--- config.mk ---
export PLATFORM = sky130hd
export DESIGN_NAME = command_decoder
export DESIGN_NICKNAME = d
export VERILOG_FILES = /design/src/rtl/command_decoder.sv
export SDC_FILE = /design/constraint.sdc
export NUM_CORES = 1
export LEC_CHECK = 0
export CORE_AREA = 2 2 89 91
export DETAILED_ROUTE_END_ITERATION = 10
export DIE_AREA = 0 0 91 93
export GPL_ROUTABILITY_DRIVEN = 0
export PLACE_DENSITY_LB_ADDON = 0.3
export RECOVER_POWER = 50
export SLEW_MARGIN = 40
export SYNTH_ARGS = -nofsm -noshare
export SYNTH_HDL_FRONTEND = slang
export SYNTH_SLANG_ARGS = --single-unit
--- constraint.sdc ---
create_clock -name clock -period 2.2 [get_ports clock]
set_input_delay 0.44 -clock clock [delete_from_list [all_inputs] [get_ports clock]]
set_output_delay 0.44 -clock clock [all_outputs]
set_load 0.01 [all_outputs]
--- src/rtl/command_decoder.sv ---
`default_nettype none
// ---------------------------------------------------------------------------
// Module   : command_decoder
// Purpose  : Builds complete host commands from the UART byte stream.
//            Opcodes 0x00-0x7F are single-byte commands. Opcodes 0x80-0xFF
//            are followed by a 4-byte little-endian argument. If the gap
//            between bytes of a long command gets too large, the partial
//            command is discarded so the link can recover.
// Revision : 1.0 - initial release
// ---------------------------------------------------------------------------
module command_decoder #(
  parameter int TIMEOUT_CYCLES = 100000,
  parameter int TCNT_W         = $clog2(TIMEOUT_CYCLES + 1)
) (
  input  logic        clock,
  input  logic        reset_n,
  input  logic [7:0]  rx_data,
  input  logic        rx_valid,
  output logic [7:0]  opcode,
  output logic [31:0] command,
  output logic        cmd_recv_rx,
  output logic        busy,
  output logic        timeout_err
);

  // Last count value before an idle cycle becomes a timeout.
  localparam logic [TCNT_W-1:0] c_tcnt_last = TCNT_W'(TIMEOUT_CYCLES - 1);

  typedef enum logic [0:0] {
    IDLE    = 1'b0,
    COLLECT = 1'b1
  } state_t;

  state_t             state_q,   state_d;
  logic [7:0]         sh_op_q,   sh_op_d;    // opcode of the command in progress
  logic [31:0]        sh_arg_q,  sh_arg_d;   // argument bytes gathered so far
  logic [1:0]         idx_q,     idx_d;      // next argument byte position
  logic [TCNT_W-1:0]  tcnt_q,    tcnt_d;     // idle cycles since the last byte
  logic [7:0]         opcode_q,  opcode_d;
  logic [31:0]        command_q, command_d;
  logic               strobe_q,  strobe_d;
  logic               tout_q,    tout_d;

  // State and output registers; reset drops any partial command silently.
  always_ff @(posedge clock) begin
    if (!reset_n) begin
      state_q   <= IDLE;
      sh_op_q   <= 8'h00;
      sh_arg_q  <= 32'h0;
      idx_q     <= 2'd0;
      tcnt_q    <= '0;
      opcode_q  <= 8'h00;
      command_q <= 32'h0;
      strobe_q  <= 1'b0;
      tout_q    <= 1'b0;
    end else begin
      state_q   <= state_d;
      sh_op_q   <= sh_op_d;
      sh_arg_q  <= sh_arg_d;
      idx_q     <= idx_d;
      tcnt_q    <= tcnt_d;
      opcode_q  <= opcode_d;
      command_q <= command_d;
      strobe_q  <= strobe_d;
      tout_q    <= tout_d;
    end
  end

  // Next-state logic: byte assembly, completion and timeout handling.
  // The visible opcode/command only change on a completed command, so the
  // consumer can keep sampling them while a new long command is arriving.
  always_comb begin
    state_d   = state_q;
    sh_op_d   = sh_op_q;
    sh_arg_d  = sh_arg_q;
    idx_d     = idx_q;
    tcnt_d    = tcnt_q;
    opcode_d  = opcode_q;
    command_d = command_q;
    strobe_d  = 1'b0;
    tout_d    = 1'b0;

    case (state_q)
      IDLE: begin
        if (rx_valid) begin
          if (!rx_data[7]) begin
            opcode_d  = rx_data;
            command_d = 32'h0;
            strobe_d  = 1'b1;
          end else begin
            sh_op_d  = rx_data;
            sh_arg_d = 32'h0;
            idx_d    = 2'd0;
            tcnt_d   = '0;
            state_d  = COLLECT;
          end
        end
      end

      COLLECT: begin
        // A byte arriving on the expiry cycle still counts, so it is
        // checked before the timeout.
        if (rx_valid) begin
          tcnt_d = '0;
          idx_d  = idx_q + 2'd1;
          case (idx_q)
            2'd0:    sh_arg_d[7:0]   = rx_data;
            2'd1:    sh_arg_d[15:8]  = rx_data;
            2'd2:    sh_arg_d[23:16] = rx_data;
            default: sh_arg_d[31:24] = rx_data;
          endcase
          if (idx_q == 2'd3) begin
            opcode_d  = sh_op_q;
            command_d = {rx_data, sh_arg_q[23:0]};
            strobe_d  = 1'b1;
            idx_d     = 2'd0;
            state_d   = IDLE;
          end
        end else if (tcnt_q == c_tcnt_last) begin
          tout_d  = 1'b1;
          idx_d   = 2'd0;
          tcnt_d  = '0;
          state_d = IDLE;
        end else begin
          tcnt_d = tcnt_q + 1'b1;
        end
      end

      default: begin
        state_d = IDLE;
      end
    endcase
  end

  assign opcode      = opcode_q;
  assign command     = command_q;
  assign cmd_recv_rx = strobe_q;
  assign busy        = (state_q == COLLECT);
  assign timeout_err = tout_q;

endmodule
`default_nettype wire

==> results of run 1 <==
## kinds of logic (layout without fill, tap and decap cells)
family | count (synthesis) | after routing | synth area share
and+or+nand+nor | 170 | 170 | 0.237
buffers and inverters | 35 | 89 | 0.0384
muxes | 8 | 8 | 0.0203
adders and majority gates | 5 | 5 | 0.0159
xor gates and xnor gates | 2 | 2 | 0.00444
AOI/OAI and AO/OA | 105 | 105 | 0.206
DFF | 94 | 94 | 0.477
## placed cells by master, fill, tap and decap left out, types with 2 or more instances in the layout
cell type	count
a21oi_1	5
nand2_1	52
a21boi_0	15
xor2_1	2
and4_1	2
o311ai_0	3
inv_1	5
a22oi_1	36
nor2b_1	51
and3_1	9
dfxtp_1	94
buf_4	9
a21o_2	2
clkinvlp_4	2
nand4_1	10
clkbuf_8	9
nor2_1	10
o211a_1	7
o21ai_0	7
a32oi_1	16
a22o_1	2
inv_6	2
dlygate4sd3_1	11
nand3_1	17
and3_2	2
clkdlybuf4s50_1	41
ha_1	5
clkbuf_1	4
nand2b_1	5
buf_12	3
mux2i_1	8
and2_1	2
a31oi_1	5
o31ai_1	3
## synth_stat cells, types with 3 or more instances
cell,n,share of area
dfxtp_1,94,0.48
nand2_1,52,0.050
nor2b_1,51,0.081
a22oi_1,36,0.069
clkbuf_1,22,0.021
a32oi_1,16,0.036
nand3_1,16,0.020
a21boi_0,15,0.029
nand4_1,10,0.016
and3_1,8,0.013
mux2i_1,8,0.020
nor2_1,8,0.0076
o211a_1,7,0.018
o21ai_0,7,0.0089
a21oi_1,5,0.0063
a31oi_1,5,0.0079
ha_1,5,0.016
inv_1,5,0.0048
nand2b_1,5,0.0079
buf_2,4,0.0051
and2_1,3,0.0048
o311ai_0,3,0.0067
o31ai_1,3,0.0057
## power groups by stage
stage	clock network, W	logic (W)	registers (W)
finish	0.00103	0.000269	0.00175
CTS	0.00105	0.000275	0.00175
floorplan	0	0.000153	0.00179
detailed placement	0	0.000273	0.00179
global placement	0	0.000267	0.00179
global route	0.00112	0.000291	0.00175
## through the flow
step	worst slack [ns]	hold slack (ns)	instance area [um2]	instances	power, W
CTS	0.163	0.421	4790	575	0.00308
global placement	0.154	0.449	4620	560	0.00205
detailed placement	0.126	0.459	4620	560	0.00206
floorplan	0.520	0.441	3940	419	0.00194
finish	0.190	0.425	4760	575	0.00305
global route	0.0460	0.430	4760	575	0.00316
## routing by layer
metal | global-route usage | up-vias | part of all wire
met4 | 0.0556 | 0 | 0.0087
met3 | 0.0645 | 8 | 0.056
met2 | 0.369 | 82 | 0.47
met1 | 0.274 | 1586 | 0.46
met5 | 0 | - | 0
li1 | - | 1618 | -
## worst paths after layout
| check | from | endpoint | slack (ns) | depth (start not counted) |
|---|---|---|---|---|
| setup / recovery | tcnt_q[0] | tcnt_q[14] | 0.19 | 7 |
| hold / removal | reset_n | timeout_err | 0.43 | 3 |
| setup reg to reg | tcnt_q[0] | tcnt_q[14] | 0.19 | 7 |
| hold reg to reg | sh_op_q[3] | sh_op_q[3] | 0.47 | 2 |
## sequential cells by signal, indices dropped and copies added, names as in the netlist
| signal | count |
|---|---|
| tcnt_q | 17 |
| timeout_err | 1 |
| sh_op_q | 8 |
| opcode | 8 |
| busy | 1 |
| sh_arg_q | 24 |
| command | 32 |
| cmd_recv_rx | 1 |
| idx_q | 2 |
## critical path, stage by stage, from the launching register on
cell and delay [ns]:
dfxtp_1 0.39, ha_1 0.20, and3_1 0.27, and4b_1 0.33, a31oi_4 0.14, buf_4 0.21
a21o_2 0.19, a22o_1 0.17
## area by class of cell
cell class                 instances  share of cell area
inverter                           5             0.00395
timing repair buffer              69               0.140
multi-input combinational        290               0.397
tap                              102              0.0268
clock buffer                       9              0.0260
clock inverter                     6             0.00973
sequential                        94               0.396
==> results.sh, run 1 <==
export IMPL_grtUsageTotal=0.218
export IMPL_antenna_left=0
export IMPL_clk_latency_ns=0.36
export IMPL_ios=54
export IMPL_hpwl_mm=6.09
export IMPL_p_comb_frac=0.088
export IMPL_vias=3294
export IMPL_switchingPower_w=0.000791
export IMPL_skew_ns=0.00749
export IMPL_postCtsHoldBufs=0
export IMPL_antenna_cells=0
export IMPL_cap_violations=0
export IMPL_critPathKind="reg2reg"
export IMPL_die_w_um=91
export IMPL_p_int_w=0.00225
export IMPL_routed_wl_mm=9.06
export IMPL_holdCritPathClass="in2reg"
export IMPL_fin_tns_setup_ns=0
export IMPL_drive_gt1_frac=0.0782
export IMPL_rsz0062_at_grt="false"
export IMPL_fp_dieH_um=93
export IMPL_nFillCells=647
export IMPL_tritoncts="yes"
export IMPL_ctsHtreeMaxLevel=3
export IMPL_worst_pin_slew_ns=0.708
export IMPL_fmax_ghz=0.498
export IMPL_std_cell_rows=32
export IMPL_ys_async_sr_fraction=0
export IMPL_grt_pass1_vias=3056
export IMPL_synthFlopType="dfxtp_1"
export IMPL_die_area_um2=8460
export IMPL_cp_arrival_ns=2.26
export IMPL_post_cts_setup_buffer_count=0
export IMPL_numCtsBuffers=9
export IMPL_fin_crit_ns=2.01
export IMPL_post_route_period_util=0.914
export IMPL_portBuffers=53
export IMPL_initial_core_util=0.524
export IMPL_finalSetupViolations=0
export IMPL_syn2layout_area_growth_pct=20.7
export IMPL_cts_max_path_buffers=2
export IMPL_syn_area_um2=3940
export IMPL_overflow=0
export IMPL_vias_per_cell=5.73
export IMPL_wl_per_cell_um=15.8
export IMPL_antenna_found_initial=0
export IMPL_drv_slew=0
export IMPL_seq_area_um2=1880
export IMPL_irDropWorstVdd_v=0.000378
export IMPL_cts_repair_resized=0
export IMPL_switching_share=0.260
export IMPL_critPathRequiredTime_ns=2.45
export IMPL_drc=0
export IMPL_layout_nets=485
export IMPL_clock_sinks=94
export IMPL_synth_distinct_cells=46
export IMPL_avgSynthCellArea_um2=9.41
export IMPL_crit_path_max_fanout=12
export IMPL_leakage_nw=1.68
export IMPL_ys_warn_count=0
export IMPL_slew_headroom=0.528
export IMPL_ys_seq_area_frac=0.477
export IMPL_drtIter0Drc=170
export IMPL_final_hold_violation_count=0
export IMPL_crit_path_end_kind="flip-flop"
export IMPL_ys_seq_elements=94
export IMPL_core_um2=7530
export IMPL_synth_edf_count=0
export IMPL_grt_max_degree=57
export IMPL_grt_pass1_wl_mm=14.9
export IMPL_multi_input_area_um2=1890
export IMPL_status="complete, no violations"
export IMPL_final_core_util=0.632
export IMPL_synth_nets=435
export IMPL_first_pass_iters=4
export IMPL_startpoint_type="flip-flop"
export IMPL_seq_power_share=0.573
export IMPL_syn_inst=419
export IMPL_p_clk_frac=0.339
export IMPL_power_density_nw_per_um2=640
export IMPL_cts_root_buf="clkbuf_8"
export IMPL_clk_pin_slew_ns=0.09
Note: power is estimated with default switching activity, not from simulation.
==> run 2: changes to the inputs <==
--- a/config.mk
+++ b/config.mk
@@ -10,7 +10,7 @@
 export DIE_AREA = 0 0 91 93
 export GPL_ROUTABILITY_DRIVEN = 0
 export PLACE_DENSITY_LB_ADDON = 0.3
-export RECOVER_POWER = 50
+export SKIP_CTS_REPAIR_TIMING = 1
 export SLEW_MARGIN = 40
 export SYNTH_ARGS = -nofsm -noshare
 export SYNTH_HDL_FRONTEND = slang
==> constraint.sdc (replaced) <==
create_clock -name clock -period 2.2 [get_ports clock]
set_input_delay 0.44 -clock clock [delete_from_list [all_inputs] [get_ports clock]]
set_output_delay 0.44 -clock clock [all_outputs]
set_load 0.05 [all_outputs]
==> results.sh, run 2 (synthesis gave the netlist of run 1 again) <==
export IMPL_critPathKind="reg2out"
export IMPL_irDropWorstVdd_v=0.000352
export IMPL_layout_nets=485
export IMPL_ctsHtreeMaxLevel=3
export IMPL_clk_pin_slew_ns=0.09
export IMPL_power_density_nw_per_um2=665
export IMPL_max_stage_delay_ns=0.82
export IMPL_cp_num_buf_inv=1
export IMPL_seq_power_share=0.545
export IMPL_crit_path_max_fanout=2
export IMPL_final_cell_mix="94 x dfxtp_1, 52 x nand2_1, 51 x nor2b_1, 51 x clkdlybuf4s50_1, 36 x a22oi_1"
export IMPL_slew_headroom=0.653
export IMPL_fmax_ghz=0.505
export IMPL_post_route_period_util=0.901
export IMPL_status="complete, no violations"
export IMPL_antenna_found_initial=0
export IMPL_worst_pin_slew_ns=0.519
export IMPL_syn2layout_area_growth_pct=22.2
export IMPL_std_cell_rows=32
export IMPL_cap_violations=0
export IMPL_final_hold_violation_count=0
export IMPL_switching_share=0.256
export IMPL_startpoint_type="flip-flop"
export IMPL_clk_latency_ns=0.35
export IMPL_portBuffers=53
export IMPL_drive_gt1_frac=0.0992
export IMPL_crit_path_end_kind="output pin"
export IMPL_hpwl_mm=6.08
export IMPL_cp_arrival_ns=1.54
export IMPL_clock_sinks=94
export IMPL_leakage_nw=1.67
export IMPL_antenna_left=0
export IMPL_critPathRequiredTime_ns=1.76
export IMPL_drv_slew=0
export IMPL_rsz0062_at_grt="false"
export IMPL_p_comb_frac=0.098
export IMPL_p_int_w=0.00238
export IMPL_overflow=0
export IMPL_multi_input_area_um2=1910
export IMPL_fp_dieH_um=93
export IMPL_drtIter0Drc=160
export IMPL_drc=0
export IMPL_first_pass_iters=4
export IMPL_routed_wl_mm=9.05
export IMPL_antenna_cells=0
export IMPL_finalWorstSetupSlack_ns=0.218
export IMPL_critPathTopFamily="buffers and inverters"
export IMPL_skew_ns=0.0102
export IMPL_cts_max_path_buffers=2
export IMPL_p_clk_frac=0.357
export IMPL_grtUsageTotal=0.224
export IMPL_fin_tns_setup_ns=0
export IMPL_holdCritPathClass="in2reg"
export IMPL_switchingPower_w=0.000821
export IMPL_nFillCells=653
export IMPL_numCtsBuffers=9
export IMPL_seq_area_um2=1880
export IMPL_tritoncts="yes"
export IMPL_cts_root_buf="clkbuf_8"
export IMPL_wl_per_cell_um=15.7
export IMPL_ios=54
export IMPL_grt_max_degree=57
export IMPL_vias_per_cell=5.72
export IMPL_fin_crit_ns=1.98
export IMPL_grt_pass1_vias=3137
export IMPL_crit_chain="clkdlybuf4s50_1"
export IMPL_mostFrequentLayoutCell="dfxtp_1"
export IMPL_die_w_um=91
export IMPL_largest_register_ffs=32
export IMPL_initial_core_util=0.524
export IMPL_critPathSlowestCell="clkdlybuf4s50_1"
export IMPL_core_um2=7530
export IMPL_grt_pass1_wl_mm=15.4
export IMPL_finalSetupViolations=0
export IMPL_vias=3292
export IMPL_die_area_um2=8460
export IMPL_pre_cts_ws_ns=0.147
-- run 2: power by group through the flow --
| stage | Combinational [W] | Sequential, W | Clock, W |
|---|---|---|---|
| global placement | 0.000305 | 0.00179 | 0 |
| floorplan | 0.000153 | 0.00183 | 0 |
| CTS | 0.000313 | 0.00175 | 0.00117 |
| detailed placement | 0.000311 | 0.00179 | 0 |
| finish | 0.000313 | 0.00175 | 0.00114 |
| global route | 0.000339 | 0.00175 | 0.00123 |
-- run 2: area by class of cell --
class | instances | area share
Clock inverter | 6 | 0.0148
Timing Repair Buffer | 69 | 0.141
Sequential cell | 94 | 0.391
Tap cell | 102 | 0.0265
Multi-Input combinational cell | 290 | 0.396
Clock buffer | 10 | 0.0265
Inverter | 5 | 0.00390
-- run 2: through the flow --
step	std cells	cell area (um2)	utilization	hold WS [ns]	total power, W
finish	576	4820	0.640	0.465	0.00320
CTS	576	4820	0.640	0.450	0.00323
detailed placement	560	4620	0.614	0.457	0.00210
global route	576	4820	0.640	0.485	0.00332
global placement	560	4620	0.614	0.449	0.00209
floorplan	419	3940	-	0.441	0.00198
-- run 2: worst paths after layout --
kind / start / cells after the start / end / slack [ns]
min: reset_n / 3 / timeout_err / 0.46
min reg2reg: sh_op_q[2] / 2 / sh_op_q[2] / 0.47
max: command[13] / 1 / command[13] / 0.22
max reg2reg: tcnt_q[0] / 7 / tcnt_q[14] / 0.23
-- run 2: metal layers --
layer	up-vias	share of wire	track usage	wire, um
met3	14	0.052	0.0371	468
met2	82	0.48	0.356	4300
met1	1588	0.46	0.305	4130
li1	1608	-	-	-
met4	0	0.017	0.0922	156
met5	-	0	0	0
==> run 3: changes to the inputs <==
--- a/config.mk
+++ b/config.mk
@@ -5,12 +5,12 @@
 export SDC_FILE = /design/constraint.sdc
 export NUM_CORES = 1
 export LEC_CHECK = 0
-export CORE_AREA = 2 2 89 91
+export CORE_AREA = 2 2 73 110
 export DETAILED_ROUTE_END_ITERATION = 10
-export DIE_AREA = 0 0 91 93
+export DIE_AREA = 0 0 75 112
 export GPL_ROUTABILITY_DRIVEN = 0
+export MAX_ROUTING_LAYER = met4
 export PLACE_DENSITY_LB_ADDON = 0.3
-export SKIP_CTS_REPAIR_TIMING = 1
 export SLEW_MARGIN = 40
 export SYNTH_ARGS = -nofsm -noshare
 export SYNTH_HDL_FRONTEND = slang
==> results.sh, run 3 (synthesis gave the netlist of run 1 again) <==
export IMPL_first_pass_iters=5
export IMPL_cts_max_path_buffers=2
export IMPL_mostFrequentLayoutCell="dfxtp_1"
export IMPL_grt_pass1_vias=3213
export IMPL_vias_per_cell=5.70
export IMPL_drive_gt1_frac=0.0951
export IMPL_clk_latency_ns=0.34
export IMPL_critPathKind="reg2out"
export IMPL_core_um2=7470
export IMPL_critPathSlowestCell="clkdlybuf4s50_1"
export IMPL_critPathRequiredTime_ns=1.76
export IMPL_slew_headroom=0.637
export IMPL_overflow=0
export IMPL_postCtsHoldBufs=0
export IMPL_skew_ns=0.00626
export IMPL_p_clk_frac=0.414
export IMPL_ios=54
export IMPL_fp_dieH_um=112
export IMPL_p_int_w=0.00268
export IMPL_routed_wl_mm=9.27
export IMPL_final_hold_violation_count=0
export IMPL_antenna_left=0
export IMPL_cap_violations=0
export IMPL_ctsHtreeMaxLevel=3
export IMPL_crit_chain="clkdlybuf4s50_1"
export IMPL_worst_pin_slew_ns=0.544
export IMPL_die_area_um2=8400
export IMPL_ff2ff_setup_slack_ns=0.24
export IMPL_largest_register_ffs=32
export IMPL_holdCritPathClass="reg2reg"
export IMPL_fin_crit_ns=1.97
export IMPL_crit_path_max_fanout=2
export IMPL_antenna_found_initial=0
export IMPL_switchingPower_w=0.000842
export IMPL_rsz0062_at_grt="false"
export IMPL_cp_arrival_ns=1.53
export IMPL_power_density_nw_per_um2=720
export IMPL_status="complete, no violations"
export IMPL_drc=0
export IMPL_hpwl_mm=6.38
export IMPL_leakage_nw=1.72
export IMPL_grt_max_degree=74
export IMPL_drtIter0Drc=153
export IMPL_initial_core_util=0.528
export IMPL_syn2layout_area_growth_pct=24.0
export IMPL_wl_per_cell_um=16.1
export IMPL_cts_root_buf="clkbuf_16"
export IMPL_fin_tns_setup_ns=0
export IMPL_finalSetupViolations=0
export IMPL_numCtsBuffers=9
export IMPL_antenna_cells=0
export IMPL_startpoint_type="flip-flop"
export IMPL_crit_path_end_kind="output pin"
export IMPL_seq_power_share=0.496
export IMPL_std_cell_rows=39
export IMPL_switching_share=0.239
export IMPL_clk_pin_slew_ns=0.06
export IMPL_tritoncts="yes"
export IMPL_p_comb_frac=0.090
export IMPL_post_route_period_util=0.894
export IMPL_drv_slew=0
export IMPL_post_cts_setup_buffer_count=0
export IMPL_nFillCells=610
export IMPL_cts_repair_resized=0
export IMPL_max_stage_delay_ns=0.82
export IMPL_die_w_um=75
export IMPL_grt_pass1_wl_mm=15.4
export IMPL_irDropWorstVdd_v=0.000613
export IMPL_grtUsageTotal=0.243
export IMPL_stdcell_count=575
export IMPL_clock_sinks=94
export IMPL_cp_num_buf_inv=1
export IMPL_place_inst=559
export IMPL_fmax_ghz=0.508
export IMPL_final_cell_mix="94 x dfxtp_1, 52 x nand2_1, 51 x nor2b_1, 51 x clkdlybuf4s50_1, 36 x a22oi_1"
export IMPL_portBuffers=53
export IMPL_vias=3277
export IMPL_layout_nets=484
export IMPL_critPathTopFamily="buffers and inverters"
[run 3: cell types whose count changed in the layout (fill, tap and decap cells not counted), sizes merged]
cell	previous run	this run
bufinv	1	0
clkinv	2	3
clkbuf	10	13
buf	18	17
clkinvlp	2	0
inv	6	5
[run 3: final timing paths]
check	startpoint	to	depth (start not counted)
worst max-delay path	opcode[6]	opcode[6]	1
worst max register to register	tcnt_q[0]	tcnt_q[14]	7
worst min register to register	sh_op_q[1]	sh_op_q[1]	2
worst min-delay path	sh_op_q[1]	sh_op_q[1]	2
[run 3: layout make-up]
class                           instances  area, um2  share of cell area
Multi-Input combinational cell        290       1910               0.390
Sequential cell                        94       1880               0.385
Clock inverter                          3       18.8             0.00384
Tap cell                              102        128              0.0261
Clock buffer                           13        260              0.0532
Inverter                                5       18.8             0.00384
Timing Repair Buffer                   68        673               0.138
[run 3: per-layer routing]
| layer | GRT usage | wire (um) | vias up |
|---|---|---|---|
| met5 | - | 0 | - |
| met4 | 0.101 | 260 | 0 |
| met3 | 0.0516 | 392 | 16 |
| met2 | 0.390 | 4920 | 78 |
| met1 | 0.289 | 3700 | 1565 |
| li1 | - | - | 1618 |
[run 3: power groups by stage]
| stage | registers [W] | clock network (W) | logic (W) |
|---|---|---|---|
| global route | 0.00175 | 0.00153 | 0.000339 |
| detailed placement | 0.00178 | 0 | 0.000315 |
| floorplan | 0.00183 | 0 | 0.000153 |
| finish | 0.00175 | 0.00146 | 0.000315 |
| CTS | 0.00175 | 0.00147 | 0.000315 |
| global placement | 0.00178 | 0 | 0.000311 |
[run 3: worst min-delay path: cells and delay by family (launching register included)]
| family | cells | cell delay [ns] |
|---|---|---|
| DFF | 1 | 0.31 |
| AOI/OAI and AO/OA | 1 | 0.06 |
| and+or+nand+nor | 1 | 0.05 |
[run 3: through the flow]
| step | cell area (um2) | util | total power (W) | hold WS (ns) | setup slack [ns] |
|---|---|---|---|---|---|
| 2_1_floorplan | 3940 | - | 0.00198 | 0.441 | 0.413 |
| 3_3_place_gp | 4610 | 0.618 | 0.00209 | 0.450 | 0.138 |
| 3_5_place_dp | 4610 | 0.618 | 0.00210 | 0.457 | 0.0718 |
| 4_1_cts | 4890 | 0.655 | 0.00353 | 0.466 | 0.220 |
| 5_1_grt | 4890 | 0.655 | 0.00362 | 0.494 | 0.139 |
| 6_report | 4890 | 0.655 | 0.00352 | 0.466 | 0.232 |
